$ cat config.mk
export PLATFORM = sky130hd
export DESIGN_NAME = morse_decoder
export DESIGN_NICKNAME = d
export VERILOG_FILES = /design/src/rtl/morse_decoder.sv
export SDC_FILE = /design/constraint.sdc
export NUM_CORES = 1
export LEC_CHECK = 0
export CAP_MARGIN = 15
export CORE_MARGIN = 2
export CORE_UTILIZATION = 59
export DETAILED_ROUTE_END_ITERATION = 16
export PLACE_DENSITY = 0.8
export SLEW_MARGIN = 25
export SYNTH_ARGS = -nofsm -noshare
export SYNTH_HDL_FRONTEND = slang
export SYNTH_SLANG_ARGS = --single-unit
$ cat constraint.sdc
create_clock -name clk -period 2.93 [get_ports clk]
set_input_delay 0.586 -clock clk [delete_from_list [all_inputs] [get_ports clk]]
set_output_delay 0.586 -clock clk [all_outputs]
set_load 0.01 [all_outputs]
$ cat src/rtl/morse_decoder.sv
// Serial International Morse receiver: classifies unit-timed mark/space runs
// into dots and dashes and decodes each character to ASCII on a valid/ready register.
module morse_decoder (
    input  logic       clk,
    input  logic       rst_n,
    input  logic       bit_en,
    input  logic       key_in,
    output logic [7:0] ascii_out,
    output logic       out_valid,
    input  logic       out_ready,
    output logic       err,
    output logic       ovf
);

    typedef enum logic [1:0] {IDLE, MARK, GAP, WORD} state_t;

    state_t     state;
    logic [2:0] mark_cnt;
    logic [2:0] gap_cnt;
    logic [2:0] len;
    logic [4:0] pat;
    logic       bad;

    logic [7:0] dec_char;
    logic       can_load;
    logic       elem_ok;

    // Keyed on {len, pat}; pat holds the first element in its highest used bit, 1 = dash.
    function automatic logic [7:0] decode(input logic [2:0] n, input logic [4:0] p);
        case ({n, p})
            {3'd2, 5'b00001}: decode = 8'h41; // A
            {3'd4, 5'b01000}: decode = 8'h42; // B
            {3'd4, 5'b01010}: decode = 8'h43; // C
            {3'd3, 5'b00100}: decode = 8'h44; // D
            {3'd1, 5'b00000}: decode = 8'h45; // E
            {3'd4, 5'b00010}: decode = 8'h46; // F
            {3'd3, 5'b00110}: decode = 8'h47; // G
            {3'd4, 5'b00000}: decode = 8'h48; // H
            {3'd2, 5'b00000}: decode = 8'h49; // I
            {3'd4, 5'b00111}: decode = 8'h4A; // J
            {3'd3, 5'b00101}: decode = 8'h4B; // K
            {3'd4, 5'b00100}: decode = 8'h4C; // L
            {3'd2, 5'b00011}: decode = 8'h4D; // M
            {3'd2, 5'b00010}: decode = 8'h4E; // N
            {3'd3, 5'b00111}: decode = 8'h4F; // O
            {3'd4, 5'b00110}: decode = 8'h50; // P
            {3'd4, 5'b01101}: decode = 8'h51; // Q
            {3'd3, 5'b00010}: decode = 8'h52; // R
            {3'd3, 5'b00000}: decode = 8'h53; // S
            {3'd1, 5'b00001}: decode = 8'h54; // T
            {3'd3, 5'b00001}: decode = 8'h55; // U
            {3'd4, 5'b00001}: decode = 8'h56; // V
            {3'd3, 5'b00011}: decode = 8'h57; // W
            {3'd4, 5'b01001}: decode = 8'h58; // X
            {3'd4, 5'b01011}: decode = 8'h59; // Y
            {3'd4, 5'b01100}: decode = 8'h5A; // Z
            {3'd5, 5'b11111}: decode = 8'h30;
            {3'd5, 5'b01111}: decode = 8'h31;
            {3'd5, 5'b00111}: decode = 8'h32;
            {3'd5, 5'b00011}: decode = 8'h33;
            {3'd5, 5'b00001}: decode = 8'h34;
            {3'd5, 5'b00000}: decode = 8'h35;
            {3'd5, 5'b10000}: decode = 8'h36;
            {3'd5, 5'b11000}: decode = 8'h37;
            {3'd5, 5'b11100}: decode = 8'h38;
            {3'd5, 5'b11110}: decode = 8'h39;
            default:          decode = 8'h00;
        endcase
    endfunction

    assign dec_char = decode(len, pat);
    assign can_load = !out_valid || out_ready;
    assign elem_ok  = (mark_cnt == 3'd1) || (mark_cnt == 3'd3);

    always_ff @(posedge clk or negedge rst_n) begin
        if (!rst_n) begin
            state     <= IDLE;
            mark_cnt  <= 3'd0;
            gap_cnt   <= 3'd0;
            len       <= 3'd0;
            pat       <= 5'd0;
            bad       <= 1'b0;
            ascii_out <= 8'h00;
            out_valid <= 1'b0;
            err       <= 1'b0;
            ovf       <= 1'b0;
        end else begin
            err <= 1'b0;
            ovf <= 1'b0;
            // A load later in this block overrides the handshake clear.
            if (out_valid && out_ready)
                out_valid <= 1'b0;
            if (bit_en) begin
                case (state)
                    IDLE: begin
                        if (key_in) begin
                            len      <= 3'd0;
                            pat      <= 5'd0;
                            bad      <= 1'b0;
                            mark_cnt <= 3'd1;
                            state    <= MARK;
                        end
                    end
                    MARK: begin
                        if (key_in) begin
                            if (mark_cnt != 3'd7)
                                mark_cnt <= mark_cnt + 3'd1;
                        end else begin
                            if (len == 3'd5 || !elem_ok) begin
                                bad <= 1'b1;
                            end else begin
                                pat <= {pat[3:0], (mark_cnt == 3'd3)};
                                len <= len + 3'd1;
                            end
                            gap_cnt <= 3'd1;
                            state   <= GAP;
                        end
                    end
                    GAP: begin
                        if (key_in) begin
                            mark_cnt <= 3'd1;
                            state    <= MARK;
                        end else begin
                            gap_cnt <= gap_cnt + 3'd1;
                            if (gap_cnt == 3'd2) begin
                                state <= WORD;
                                if (bad || dec_char == 8'h00) begin
                                    err <= 1'b1;
                                end else if (can_load) begin
                                    ascii_out <= dec_char;
                                    out_valid <= 1'b1;
                                end else begin
                                    ovf <= 1'b1;
                                end
                            end
                        end
                    end
                    WORD: begin
                        if (key_in) begin
                            len      <= 3'd0;
                            pat      <= 5'd0;
                            bad      <= 1'b0;
                            mark_cnt <= 3'd1;
                            state    <= MARK;
                        end else begin
                            gap_cnt <= gap_cnt + 3'd1;
                            if (gap_cnt == 3'd6) begin
                                state <= IDLE;
                                if (can_load) begin
                                    ascii_out <= 8'h20;
                                    out_valid <= 1'b1;
                                end else begin
                                    ovf <= 1'b1;
                                end
                            end
                        end
                    end
                    default: state <= IDLE;
                endcase
            end
        end
    end

endmodule

Yosys cells after proc, flatten, opt, wreduce, memory -nomap -nowiden
Index checks and enable logic that the tools add are counted.

word-level totals
  word-level logic and storage cells = 154
  bits in registers = 28
  input bits = 5
  output and inout bits = 11

operators by class
  equality and inequality tests = 63
  multiplexer cells = 57
  reductions and logical operators = 21
  add/subtract/negate cells = 3

operator list
  operator             count
  $pmux 7 s36          1
  $eq 8x8->1 const B   22
  $eq 8x7->1 const B   12
  $mux 8               7
  $ne 2x2->1 const B   14
  $mux 3               8
  $mux 1               23
  $pmux 3 s2           3
  $eq 8x6->1 const B   2
  $pmux 8 s2           1
  $mux 5               3
  $reduce_and 5->1     3
  $mux 2               6
  $pmux 5 s2           1
  $add 3x1->3 const B  3
  $ne 3x3->1 const B   3
  $reduce_and 9->1     1
  $logic_not 8->1      1
  $pmux 2 s4           1
  $reduce_and 4->1     2
  $eq 3x2->1 const B   2
  $eq 3x3->1 const B   2
  $pmux 1 s2           3
  $reduce_bool 2->1    3
  10 further kinds     17

Logic depth before layout (Yosys ltp)
Gate-level depths: netlist of run 1.

  depth in word-level cells = 9
  depth in mapped cells = 10
  depth with buffers taken out = 8

Least setup slack after synthesis of run 1
OpenSTA, ideal clock, no wires.

  kind = register -> register
  start = register len[0]
  end = register ascii_out[4]
  path buffers = 0
  period minus slack after synthesis = 2126 ps
  arrival time = 2004 ps
  path slack = 804 ps
  cell stages (with the launch flop) = 7
  library setup time = 122 ps
  data required time = 2808 ps
  cell sequence = dfrtp_1 -> and4b_1 -> and3_4 -> a2111o_1 -> o41ai_4 -> o21ai_2 -> a32o_1

on the way
  cells in the longest elaborated chain, start to end = 7
  elaborated cells on any way between the ends = 46
  those cells by class = eq/ne: 37; mux: 6; reduce/logical: 3

RTL lines
  item                                      line  source
  start, declared                           20    logic [2:0] len;
  start signal, assigned                    113   len <= len + 3'd1;
  $eq 8x8->1, or another cell as far along  30    case ({n, p})
  $pmux 7 s36 (*)                           30
  $mux 8                                    129   end else if (can_load) begin
  $mux 8                                    127   if (bad || dec_char == 8'h00) begin
  $mux 8                                    125   if (gap_cnt == 3'd2) begin
  $mux 8                                    120   if (key_in) begin
  $pmux 8 s2                                94    case (state)
  end signal, assigned                      130   ascii_out <= dec_char;
  end, declared                             8     output logic [7:0] ascii_out,

Mark *: on every way between the ends. The rest lies on a longest branch, timed or not. The select of a mux whose other input is x is not followed.
A chain may end at the register's enable or synchronous reset.

Worst setup path in the final report of run 1
  start = register len[1]
  end = register ascii_out[4]

Same word-level chain as after synthesis.

==> results of run 1 <==
routing by layer:
layer  track usage [%]  vias to the layer above  share of wire, %
met5                 0                        -                 0
met4              7.71                        0              0.92
met3              4.05                        6               5.5
met1              35.2                      934                48
li1                  -                      982                 -
met2              41.0                       80                46
worst paths after layout:
check                      cells past startpoint           end
setup / recovery                               6  ascii_out[4]
hold / removal                                 1  ascii_out[0]
setup reg to reg                               6  ascii_out[4]
hold reg to reg                                1  ascii_out[0]
max in group asynchronous                      2   mark_cnt[1]
min in group asynchronous                      2  ascii_out[0]
critical path, delay by kind of cell, from the launching register on:
family          cells  cell delay, ns
simple gates        2            0.47
flops               1            0.68
compound gates      4            1.30
placed cells by master, fill, tap and decap left out, types with 6 or more instances in the layout:
cell type / count
dfrtp_1: 27
nor3_1: 10
nor2b_1: 7
ha_1: 12
nand2_1: 26
o31ai_1: 6
clkdlybuf4s50_1: 14
nor2_1: 16
a21oi_1: 9
inv_1: 13
o21ai_0: 24
buf_4: 7
nand3_1: 10
report_power, final:
part / total (mW) / switching (mW) / internal, mW
clock: 0.162 / 0.111 / 0.0511
combinational: 1.24 / 0.711 / 0.531
sequential: 0.735 / 0.231 / 0.504
total: 2.14 / 1.05 / 1.09
registers in the layout, summed over array words and instances (netlist names), 2 cells and up:
signal,count
gap_cnt,3
state,2
mark_cnt,3
len,3
ascii_out,7
pat,5
cells by family after synthesis:
group	after synthesis	share of synthesized area (%)
flops	27	31.5
compound gates	84	27.6
other cells	1	0.175
mux	1	0.466
simple gates	103	26.6
buf+inv	33	6.30
xor+xnor	1	0.408
fa+ha+maj	12	7.00
synthesized netlist by cell type (all sizes together) (3+ instances only):
library cell	instances
dfrtp	27
nand2	27
o21ai	26
nor2	16
inv	13
ha	12
clkbuf	11
nand3	10
nor3	10
a21oi	9
buf	9
nor2b	7
o31ai	6
a32o	5
nand2b	5
o211ai	5
a211o	4
a211oi	4
nand4b	4
o22ai	4
a21o	3
and3	3
or4b	3
layout make-up:
cell class                      instances  area (sq um)  share of cell area, %
Tap cell                               46          57.6                   2.46
Sequential cell                        27           676                   28.9
Inverter                               13          48.8                   2.09
Timing Repair Buffer                   21           193                   8.24
Multi-Input combinational cell        202          1340                   57.1
Clock inverter                          1          5.00                  0.214
Clock buffer                            3          22.5                  0.964
==> results_dict.tcl, run 1 <==
set metrics [dict create \
    status "complete, no violations" \
    die_h_microns 64.3 \
    max_freq_ghz 0.394 \
    r2r_start "len[1]" \
    finalSetupViolations 0 \
    async_flop_share_pct 100 \
    grt.total_usage_pct 25.5 \
    nets 285 \
    worstHoldPathType "register to register" \
    postRouteAntennaNets 0 \
    syn_area_sq_um 2150 \
    synth_ff_type "dfrtp_1" \
    worstPathMaxFanout 17 \
    stdcell_area_sq_um 2340 \
    grt_overflow 0 \
    endpoint_kind "register" \
    avgSynthCellArea_sq_um 8.19 \
    hold_violations 0 \
    cts_buffers 3 \
    fp.coreArea_sq_um 3420 \
    crit_required_ns 3.16 \
    max_slew_margin_pct 57.3 \
    ys_ff_latch 27 \
    die-area_sq_um 4140 \
    die-width_microns 64.3 \
    post-place-ws_ns 0.416 \
    r2r_slack_ns 0.39 \
    tns_ns 0 \
    min_period_over_period_pct 86.7 \
    initial_utilization_pct 62.8 \
    post-route-util_pct 68.4 \
    cp_cell_sequence "and4b_1 > and3_4 > a2111o_1 > o41ai_4 > o21ai_2 > a32o_1" \
    cts_setup_buffers 0 \
    cts_tree "built" \
    critPathArrivalTime_ns 2.77 \
    cp_slowest_stage_delay_ns 0.68 \
    finalCriticalPeriod_ns 2.54 \
    p_leak_nw 1.00 \
    antenna_found_initial 0 \
    worstMarginPinSlew_ns 0.625 \
    fin_cells 313 \
    grt_first_pass_wirelength_microns 8520 \
    synthesis.nets 279 \
    cts_buffer_depth 2 \
    rsz0062_at_grt "false" \
    n_antenna_cell 0 \
    place_area_sq_um 2310 \
    yosys_warnings 0 \
    grt_max_degree 28 \
    syn_inst 262 \
    globalplace.congestion 0.895 \
    fin_ws_ns 0.389 \
    crit_type "register to register" \
    vias_per_cell 6.40 \
    fillers 288 \
    drive_gt1_share_pct 7.12 \
    synthTopCellsByArea "dfrtp_1, ha_1, o21ai_0, nand2_1, nor2_1" \
    clkSinkCount 27 \
    setup.worst_path.start "len[1]" \
    slew_viol_final 0 \
    synth_edf_count 0 \
    synth_top_area_share_pct 31.5 \
    start_kind "register" \
    io_buffers 14 \
    syn_to_final_growth_pct 8.92 \
    grt_pass1_vias 1919 \
    ys_types 57 \
    io_pins 16 \
    num_vias 2002 \
    clkLatencyLatePin_ns 0.32 \
    rows 21 \
    drc 0 \
    root_buffer "clkbuf_4" \
    cts_resized 0 \
    ys_seq_area_share_pct 31.5 \
    cpMaxStageDelayCell "dfrtp_1" \
    yosys.area.top_type "dfrtp_1" \
    clk_pin_slew_worst_paths_ns 0.15 \
    first_pass_iters 4 \
    drt_iter0_markers 185 \
    clock_skew_ns 0.00182 \
    hpwl_microns 3510 \
    avgRoutedWirePerCell_microns 15.3 \
    dp.cells 309 \
    power.density_nw_per_um2 915 \
    max_cap_viol_count 0 \
    wirelength_microns 4770 \
    htreeDepth 1 \
    hp-start "ascii_out[0]" \
    power.total_mw 2.14 \
    vdd_drop_max_v 0.000592 \
    hold_ws_ns 0.508 \
    hold_buffers 0 \
]
Power figures use the tool's default switching activity.
==> inputs of run 2 (changes only) <==
--- a/config.mk
+++ b/config.mk
@@ -6,10 +6,12 @@
 export NUM_CORES = 1
 export LEC_CHECK = 0
 export CAP_MARGIN = 15
+export CELL_PAD_IN_SITES_DETAIL_PLACEMENT = 2
+export CELL_PAD_IN_SITES_GLOBAL_PLACEMENT = 2
 export CORE_MARGIN = 2
-export CORE_UTILIZATION = 59
+export CORE_UTILIZATION = 35
 export DETAILED_ROUTE_END_ITERATION = 16
-export PLACE_DENSITY = 0.8
+export PLACE_DENSITY_LB_ADDON = 0.1
 export SLEW_MARGIN = 25
 export SYNTH_ARGS = -nofsm -noshare
 export SYNTH_HDL_FRONTEND = slang
==> run 2 against run 1 <==
  * Worst hold slack better by 0.0095 ns
  * Wire length is 37% higher
  * Via count is 1.8% higher
  * Non-clock buffer count is 1 lower
==> results_dict.tcl, run 2 (same netlist as run 1, synthesis figures left out) <==
set metrics [dict create \
    status "complete, no violations" \
    slew_viol_final 0 \
    drc 0 \
    initial_utilization_pct 36.2 \
    r2r-end "ascii_out[4]" \
    nets 284 \
    cpMaxStageDelayCell "dfrtp_1" \
    wirelength_microns 6550 \
    postRouteAntennaNets 0 \
    hold_violations 0 \
    cts_setup_buffers 0 \
    largest_register "ascii_out" \
    rows 28 \
    grt_first_pass_wirelength_microns 10600 \
    first_pass_iters 5 \
    p_leak_nw 0.999 \
    antenna_found_initial 0 \
    cts_buffer_depth 2 \
    worstMarginPinSlew_ns 0.702 \
    crit_type "register to register" \
    avgRoutedWirePerCell_microns 19.2 \
    grt.total_usage_pct 20.7 \
    hpwl_microns 4900 \
    grt_max_degree 28 \
    root_buffer "clkbuf_8" \
    worstHoldPathType "register to register" \
    cts_resized 0 \
    start_kind "register" \
    hp-start "ascii_out[6]" \
    tns_ns 0 \
    crit_required_ns 3.11 \
    globalplace.congestion 0.776 \
    cp_slowest_stage_delay_ns 0.76 \
    cp_cell_sequence "nor2_1 > and3_4 > a2111o_1 > o41ai_4 > o21ai_2 > a32o_1" \
    finalSetupViolations 0 \
    hold_ws_ns 0.517 \
    reg.largest.list "ascii_out x7, pat x5" \
    worstHoldPathCells 1 \
    finalCriticalPeriod_ns 2.65 \
    n_antenna_cell 0 \
    r2r_start "pat[3]" \
    cts_buffers 3 \
    largest_reg_flops 7 \
    clk_pin_slew_worst_paths_ns 0.11 \
    worstPathMaxFanout 20 \
    clkLatencyLatePin_ns 0.29 \
    max_cap_viol_count 0 \
    clkSinkCount 27 \
    die_h_microns 82.3 \
    r2r_cells 6 \
    post-route-util_pct 40.3 \
    num_vias 2039 \
    endpoint_kind "register" \
    r2r_slack_ns 0.28 \
    vias_per_cell 5.98 \
    fin_cells 341 \
    critPathArrivalTime_ns 2.83 \
    max_freq_ghz 0.378 \
    dp.cells 337 \
    min_period_over_period_pct 90.3 \
    fp.coreArea_sq_um 5920 \
    io_buffers 14 \
    drt_iter0_markers 81 \
    io_pins 16 \
    min_to "ascii_out[6]" \
    rsz0062_at_grt "false" \
    power.density_nw_per_um2 957 \
    grt_overflow 0 \
    vdd_drop_max_v 0.000334 \
    grt_pass1_vias 2048 \
    die-area_sq_um 6770 \
    syn_to_final_growth_pct 11.3 \
    drive_gt1_share_pct 6.77 \
    hold_buffers 0 \
    clock_skew_ns 0.00592 \
    final_cell_mix "dfrtp_1, nand2_1, o21ai_0" \
    die-width_microns 82.3 \
    layout_commonest_cell "dfrtp_1" \
    max_slew_margin_pct 53.2 \
    htreeDepth 1 \
    cts_tree "built" \
]
## run 2: report_power, final
group / total (mW) / internal, mW / switching, mW
clock network: 0.237 / 0.0971 / 0.140
logic: 1.28 / 0.533 / 0.747
registers: 0.767 / 0.504 / 0.263
## run 2: metrics by stage
stage	setup WS [ns]	cell area, sq um	power, mW
5_1_grt	0.139	2390	2.50
2_1_floorplan	0.804	2150	1.57
6_report	0.284	2390	2.28
3_5_place_dp	0.326	2340	2.07
3_3_place_gp	0.375	2340	2.02
4_1_cts	0.299	2390	2.31
## run 2: critical path: cells and delay by family, from the launching register on
kind | cells | cell delay, ns
flip-flops | 1 | 0.76
AND/OR/NAND/NOR | 2 | 0.47
AO/OA/AOI/OAI | 4 | 1.32
## run 2: worst max path at each step
stage                 from      endpoint  slack [ns]
floorplan           len[0]  ascii_out[4]        0.80
global placement    key_in        len[2]        0.37
detailed placement  pat[3]  ascii_out[6]        0.33
CTS                 pat[3]  ascii_out[6]        0.30
global route        pat[3]  ascii_out[6]        0.14
finish              pat[3]  ascii_out[4]        0.28
## run 2: layout make-up
type / instances / area (sq um)
clock buffer: 3 / 41.3
clock inverter: 1 / 7.51
fill: 695 / 3530
inverter: 13 / 48.8
multi-input combinational: 202 / 1340
sequential: 27 / 676
tap: 75 / 93.8
timing repair buffer: 20 / 185
## run 2: layer usage
layer / vias up / GRT usage, % / wire length (microns)
met5: - / 0 / 0
met4: 0 / 5.67 / 59
met3: 4 / 2.61 / 137
met2: 22 / 35.6 / 3300
met1: 1035 / 27.3 / 3050
li1: 978 / - / -
